File: config.mk
export PLATFORM = sky130hd
export DESIGN_NAME = mac_unit
export DESIGN_NICKNAME = d
export VERILOG_FILES = /design/src/rtl/npu_pkg.sv /design/src/rtl/mac_mult.sv /design/src/rtl/mac_unit.sv
export SDC_FILE = /design/constraint.sdc
export NUM_CORES = 2
export LEC_CHECK = 0
export ABC_AREA = 1
export BUFFER_PORTS_ARGS = -buffer_cell sky130_fd_sc_hd__buf_2
export CORE_UTILIZATION = 41
export DETAILED_ROUTE_END_ITERATION = 8
export RECOVER_POWER = 25
export SYNTH_ARGS = -nofsm -noshare
export SYNTH_HDL_FRONTEND = slang
export SYNTH_SLANG_ARGS = --single-unit
export TNS_END_PERCENT = 20
File: constraint.sdc
create_clock -name clk -period 1 [get_ports clk]
set_clock_uncertainty 0.15 [all_clocks]
set_input_delay 0.15 -clock clk [delete_from_list [all_inputs] [get_ports clk]]
set_output_delay 0.15 -clock clk [all_outputs]
set_load 0.005 [all_outputs]
File: src/rtl/npu_pkg.sv
// Shared NPU definitions used by the fully-connected layer datapath.
//   FC_DATA_W : operand width for activations and weights
//   FC_ACC_W  : accumulator width for partial sums
//   data_t    : signed operand type
//   acc_t     : signed accumulator type
package npu_pkg;

  localparam int unsigned FC_DATA_W = 22;
  localparam int unsigned FC_ACC_W  = 48;

  typedef logic signed [FC_DATA_W-1:0] data_t;
  typedef logic signed [FC_ACC_W-1:0]  acc_t;

endpackage : npu_pkg

File: src/rtl/mac_mult.sv
// Combinational signed multiplier, kept as its own module so synthesis can
// map it onto a DSP block.
//   a : signed A_W-bit operand
//   b : signed B_W-bit operand
//   p : full-precision signed product, A_W+B_W bits (never overflows)
module mac_mult #(
  parameter int unsigned A_W = 22,
  parameter int unsigned B_W = 22
) (
  input  logic signed [A_W-1:0]     a,
  input  logic signed [B_W-1:0]     b,
  output logic signed [A_W+B_W-1:0] p
);

  always_comb begin
    p = a * b;
  end

endmodule : mac_mult

File: src/rtl/mac_unit.sv
// Single-cycle signed multiply-accumulate: sum_out <= sum_in + a*b.
// The caller owns the accumulator and feeds it back on sum_in.
//   clk       : clock, rising edge
//   rst       : asynchronous, active-low reset
//   i_valid   : operands and sum_in valid this cycle
//   data_in_a : signed activation operand (A_W)
//   data_in_b : signed weight operand (B_W)
//   sum_in    : signed partial sum (ACC_W)
//   o_valid   : sum_out was updated by the previous-cycle i_valid
//   sum_out   : registered signed MAC result (ACC_W)
// ACC_W must be >= A_W+B_W. SATURATE=0 wraps, SATURATE=1 clamps to signed min/max.
module mac_unit
  import npu_pkg::*;
#(
  parameter int unsigned A_W      = FC_DATA_W,
  parameter int unsigned B_W      = FC_DATA_W,
  parameter int unsigned ACC_W    = FC_ACC_W,
  parameter bit          SATURATE = 1'b0
) (
  input  logic                    clk,
  input  logic                    rst,
  input  logic                    i_valid,
  input  logic signed [A_W-1:0]   data_in_a,
  input  logic signed [B_W-1:0]   data_in_b,
  input  logic signed [ACC_W-1:0] sum_in,
  output logic                    o_valid,
  output logic signed [ACC_W-1:0] sum_out
);

  localparam int unsigned P_W = A_W + B_W;

  logic signed [P_W-1:0]   prod;
  logic signed [ACC_W-1:0] prod_ext;
  logic signed [ACC_W-1:0] sum_raw;
  logic signed [ACC_W-1:0] sum_res;
  logic                    ovf;

  logic signed [ACC_W-1:0] sum_d, sum_q;
  logic                    valid_d, valid_q;

  mac_mult #(
    .A_W (A_W),
    .B_W (B_W)
  ) u_mult (
    .a (data_in_a),
    .b (data_in_b),
    .p (prod)
  );

  always_comb begin
    // Size cast of a signed value sign-extends the product to the accumulator width.
    prod_ext = ACC_W'(prod);
    sum_raw  = sum_in + prod_ext;
    // Signed overflow: both addends share a sign that the result does not.
    ovf      = (sum_in[ACC_W-1] == prod_ext[ACC_W-1]) &&
               (sum_raw[ACC_W-1] != sum_in[ACC_W-1]);
    sum_res  = sum_raw;
    if (SATURATE && ovf) begin
      sum_res = sum_in[ACC_W-1] ? {1'b1, {(ACC_W-1){1'b0}}}
                                : {1'b0, {(ACC_W-1){1'b1}}};
    end
  end

  // Hold selection on i_valid keeps X operands of idle cycles out of sum_q.
  always_comb begin
    valid_d = i_valid;
    sum_d   = sum_q;
    if (i_valid) begin
      sum_d = sum_res;
    end
  end

  always_ff @(posedge clk or negedge rst) begin
    if (!rst) begin
      valid_q <= 1'b0;
      sum_q   <= '0;
    end else begin
      valid_q <= valid_d;
      sum_q   <= sum_d;
    end
  end

  assign o_valid = valid_q;
  assign sum_out = sum_q;

endmodule : mac_unit

=== After elaboration in Yosys (flattened, before gate mapping) ===
Cells that the tools add are included.

* Bits in registers: 49
* Bits in latches: 0
* Memory bits (writable): 0
* Bits in read-only memories: 0
* Output and inout bits: 49
* Word-level logic and storage cells: 4
* Memories kept: 0

* $add $sub $neg: 1
* $mul: 1
* Divide/modulo/power cells: 0
* $lt $le $gt $ge: 0
* Equality and inequality tests: 0
* Shift-type cells: 0
* Mux-type cells: 0
* Bitwise logic cells: 0
* Reductions and logical operators: 0

{| class="wikitable"
|+ Operators by type and width
! kind !! number
|-
| 48-bit by 44-bit adder with 48-bit output || 1
|-
| 22-bit by 22-bit multiplier with 44-bit output || 1
|}

=== Depth between registers and ports, before layout ===
* Word-level depth: 2
* Depth in mapped cells: 30
* Gate-level depth less buffers: 29

=== By module ===
Synthesis repeated with hierarchy kept, for this count alone.

* Cell total of the unflattened synthesis: 3677
* Area total of the unflattened synthesis: 25605.8 µm²

{| class="wikitable"
|+ By module, submodules not included
! module !! times used !! cells an instance !! area each (µm²) !! sequential area each (µm²)
|-
| mac_mult || 1 || 2617 || 19578.8 || 0.0
|-
| mac_unit || 1 || 1060 || 6027.0 || 1226.2
|}

=== Worst setup path after synthesis ===
Ideal clock, no wire load.

* Path type: input -> register
* Start point: input data_in_a[21]
* End point: register sum_q[36] (netlist: sum_out[36])
* Library setup time: 0.118 ns
* Arrival time: 6.054 ns
* Slack: -5.322 ns
* Cell stages on the path: 24
* Cell sequence: clkbuf_1 > nand2_1 > inv_1 > fa_1 > inv_1 > fa_1 > fa_1 > inv_1 > fa_1 > fa_1 > fa_1 > inv_1 > fa_1 > inv_1 > ha_1 > nand2_1 > nor2_1 > nand2_1 > nor3_1 > nand3_1 > nand3_1 > nand2_1 > nand3_1 > nand2_1

* Word-level cells in the longest chain between the ends: 2

{| class="wikitable"
|+ Ends and longest elaborated chain
! item !! line !! text
|-
| from (decl) || mac_unit.sv:23 || <nowiki>input logic signed [A_W-1:0] data_in_a,</nowiki>
|-
| 22-bit by 22-bit multiplier with 44-bit output || mac_mult.sv:16 || <nowiki>p = a * b;</nowiki>
|-
| 48-bit by 44-bit adder with 48-bit output || mac_unit.sv:53 || <nowiki>sum_raw = sum_in + prod_ext;</nowiki>
|-
| to (signal assigned) || mac_unit.sv:79 || <nowiki>sum_q <= sum_d;</nowiki>
|-
| to (decl) || mac_unit.sv:38 || <nowiki>logic signed [ACC_W-1:0] sum_d, sum_q;</nowiki>
|}

No other way between the ends.
A chain may end at the register's enable or synchronous reset.

=== Worst setup path in the final report ===
* Start point: input data_in_a[21]
* End point: register sum_q[47] (netlist: sum_out[47])

Same word-level chain as after synthesis.

==> results.toml <==
[outcome]
status = "finished with violations"
failed_checks = "setup timing"

[clock_tree]
cts_root_buf = "clkbuf_16"
cts.sinks = 49
h-tree-depth = 2
clock_latency_ns = 0.28
cts_tree = "built"
clkTransAtPathRegs_ns = 0.06
cts_buffer_depth = 2
numCtsBuffers = 5

[final_layout]
multiInputGateArea_sq_mm = 0.0213
nFillCells = 5540
register_area_sq_mm = 0.00123
synthToLayoutAreaGrowth_pct = 29.6
num_antenna_cells = 0
drive_gt1_share_pct = 26.7
nets = 4509
post-route-util_pct = 54.2

[placement]
port_buffers = 143
gp_congestion = 0.927
hpwlAfterDp_um = 63100

[synth]
synth_top_area_share_pct = 48.7
yosysWarningCount = 0
ys_seq_area_share_pct = 4.93
yosysMostFrequentCell = "inv_1"
ys_async_sr_fraction_pct = 100
syn_area_per_cell_sq_um = 7.63
yosys-top-cells-area = "fa_1 (49%), inv_1 (17%), nand2_1 (14%), ha_1 (7.8%), dfrtp_1 (4.9%)"
netlist_instances = 3260
yosysTopAreaCell = "fa_1"
ys_types = 28
synth.net_count = 4115
synthTopCellsByCount = "inv_1 (1103), nand2_1 (957), fa_1 (605), ha_1 (155), nor2_1 (97)"
syn-cell-area_sq_mm = 0.0249
ys_ff_latch = 49
synth_edf_count = 0
synth_top_flop_cell = "dfrtp_1"

[setup_path]
path_class = "in -> reg"
cp.arrival_ns = 5.82
critical_path.most_common_cell = "fa_1"
critPathRequiredTime_ns = 1.03
path_delay_family = "adder cells"
r2r_start = "sum_out[44]"
cp_max_fo = 8
crit_start = "data_in_a[21]"
cp_num_buf_inv = 10
endpoint_kind = "flop"
slowest_delay_ns = 0.64
cp_slowest_cell = "fa_2"
worstSetupStartpointType = "input pin"

[drt]
drc = 0
routed_wirelength_um = 73000
via_per_inst = 4.67
drt_iter0_drc = 1229
drtPass1Iterations = 5
wl_per_cell_um = 16.5
ant_nets = 0
vias = 20700

[floorplanning]
die_area_sq_mm = 0.0617
num_rows = 89
start_util_pct = 41.8
io_pins = 144
die_h_um = 248
coreArea_sq_mm = 0.0595
chipWidth_um = 248

[sta]
hold-worst-slack_ns = 0.0450
hold_viol = 0
setup_slack_ns = -4.79
rsz0062_at_grt = "yes"
slew_headroom_pct = 63.9
fin_crit_sh_pct = 579
drv_slew = 0
fin_crit_ns = 5.79
fmax_ghz = 0.173
worst_pin_slew_ns = 0.542
finalSetupViolCount = 101

[grt]
grt_pass1_wl_um = 120000
grt_usage_pct = 25.4
grt_overflow = 0
grt_max_degree = 35
antenna_found_initial = 0
grt_pass1_vias = 22600

[worst_hold_path]
hp-start = "sum_in[0]"
hp-class = "in -> reg"

[flow_run]
drv_cap = 0
-- worst reg2reg max path: cells and delay by family, from the launching register on --
family | cells | cell delay, ns
flip-flops | 1 | 0.42
AND/OR/NAND/NOR | 2 | 0.13
-- cell type report --
| type | instances | area share [%] |
|---|---|---|
| flip-flops and latches | 49 | 3.80 |
| clock buffers | 7 | 0.442 |
| repair buffers | 486 | 13.7 |
| inverters | 1103 | 13.0 |
| multi-input cells | 2009 | 66.1 |
| well taps | 773 | 3.00 |
-- what timing repair did --
item | CTS | global route
hold buffers | 1 | 0
resized for setup | 463 | 229
hold endpoints to repair | 49 | 0
cloned | 5 | 0
pin swaps | 204 | 164
setup endpoints to repair | 97 | 97
buffers inserted | 27 | 12
-- path summary, 6_finish.rpt --
| path | end | slack [ns] | cells past startpoint |
|---|---|---|---|
| worst min register to register | sum_out[0] | 0.32 | 2 |
| worst max-delay path | sum_out[47] | -4.79 | 28 |
| min in group asynchronous | sum_out[0] | 0.17 | 2 |
| worst min-delay path | sum_out[0] | 0.05 | 4 |
| worst max register to register | sum_out[44] | 0.19 | 2 |
| max in group asynchronous | sum_out[15] | 0 | 3 |
-- registers in the layout (all words and copies together), names as in the netlist --
register / cells
o_valid: 1
sum_out: 48
-- cell families after synthesis --
group,count (synthesis),synth area share [%]
AND/OR/NAND/NOR,1190,19.0
buffers and inverters,1202,18.1
XOR/XNOR,11,0.387
AO/OA/AOI/OAI,48,1.09
adder cells (fa/ha/maj),760,56.5
flip-flops,49,4.93
-- cell usage in the layout (no fill, tap or decap), types with 6 or more instances in the layout --
cell and count:
a21oi_1 7, a21oi_2 17, buf_12 48, buf_2 100, buf_4 262, buf_6 57, buf_8 11, dfrtp_1 49
fa_1 566, fa_2 39, ha_1 113, ha_4 42, inv_1 1010, inv_2 78, inv_4 10, nand2_1 795
nand2_2 106, nand2_4 57, nand3_1 41, nand3_2 40, nand3_4 7, nand3b_1 10, nand4_1 12, nor2_1 48
nor2_2 19, nor2_4 37, o21ai_0 6, or2_4 7
-- routing by layer --
metal / wire length [um] / share of wire [%] / track usage, % / vias to the layer above
met4: 3310 / 4.5 / 9.25 / 0
met1: 30100 / 41 / 32.8 / 10300
li1: - / - / - / 9736
met2: 36200 / 50 / 44.2 / 539
met5: 0 / 0 / 0 / -
met3: 3420 / 4.7 / 2.37 / 137
-- stage by stage --
step	instance area, sq um	TNS [ns]	worst slack [ns]	cells
final	32200	-204.08	-4.79	4427
after global routing	32200	-219.41	-5.05	4427
after CTS	31400	-204.54	-4.81	4416
after detailed placement	29200	-226.01	-5.41	4379
after global placement	29200	-225.57	-5.39	4379
after floorplan	25200	-201.83	-4.98	3260
Power is not shown: default switching activity piles up to over one toggle a cycle in this logic, so the estimate is an artifact.
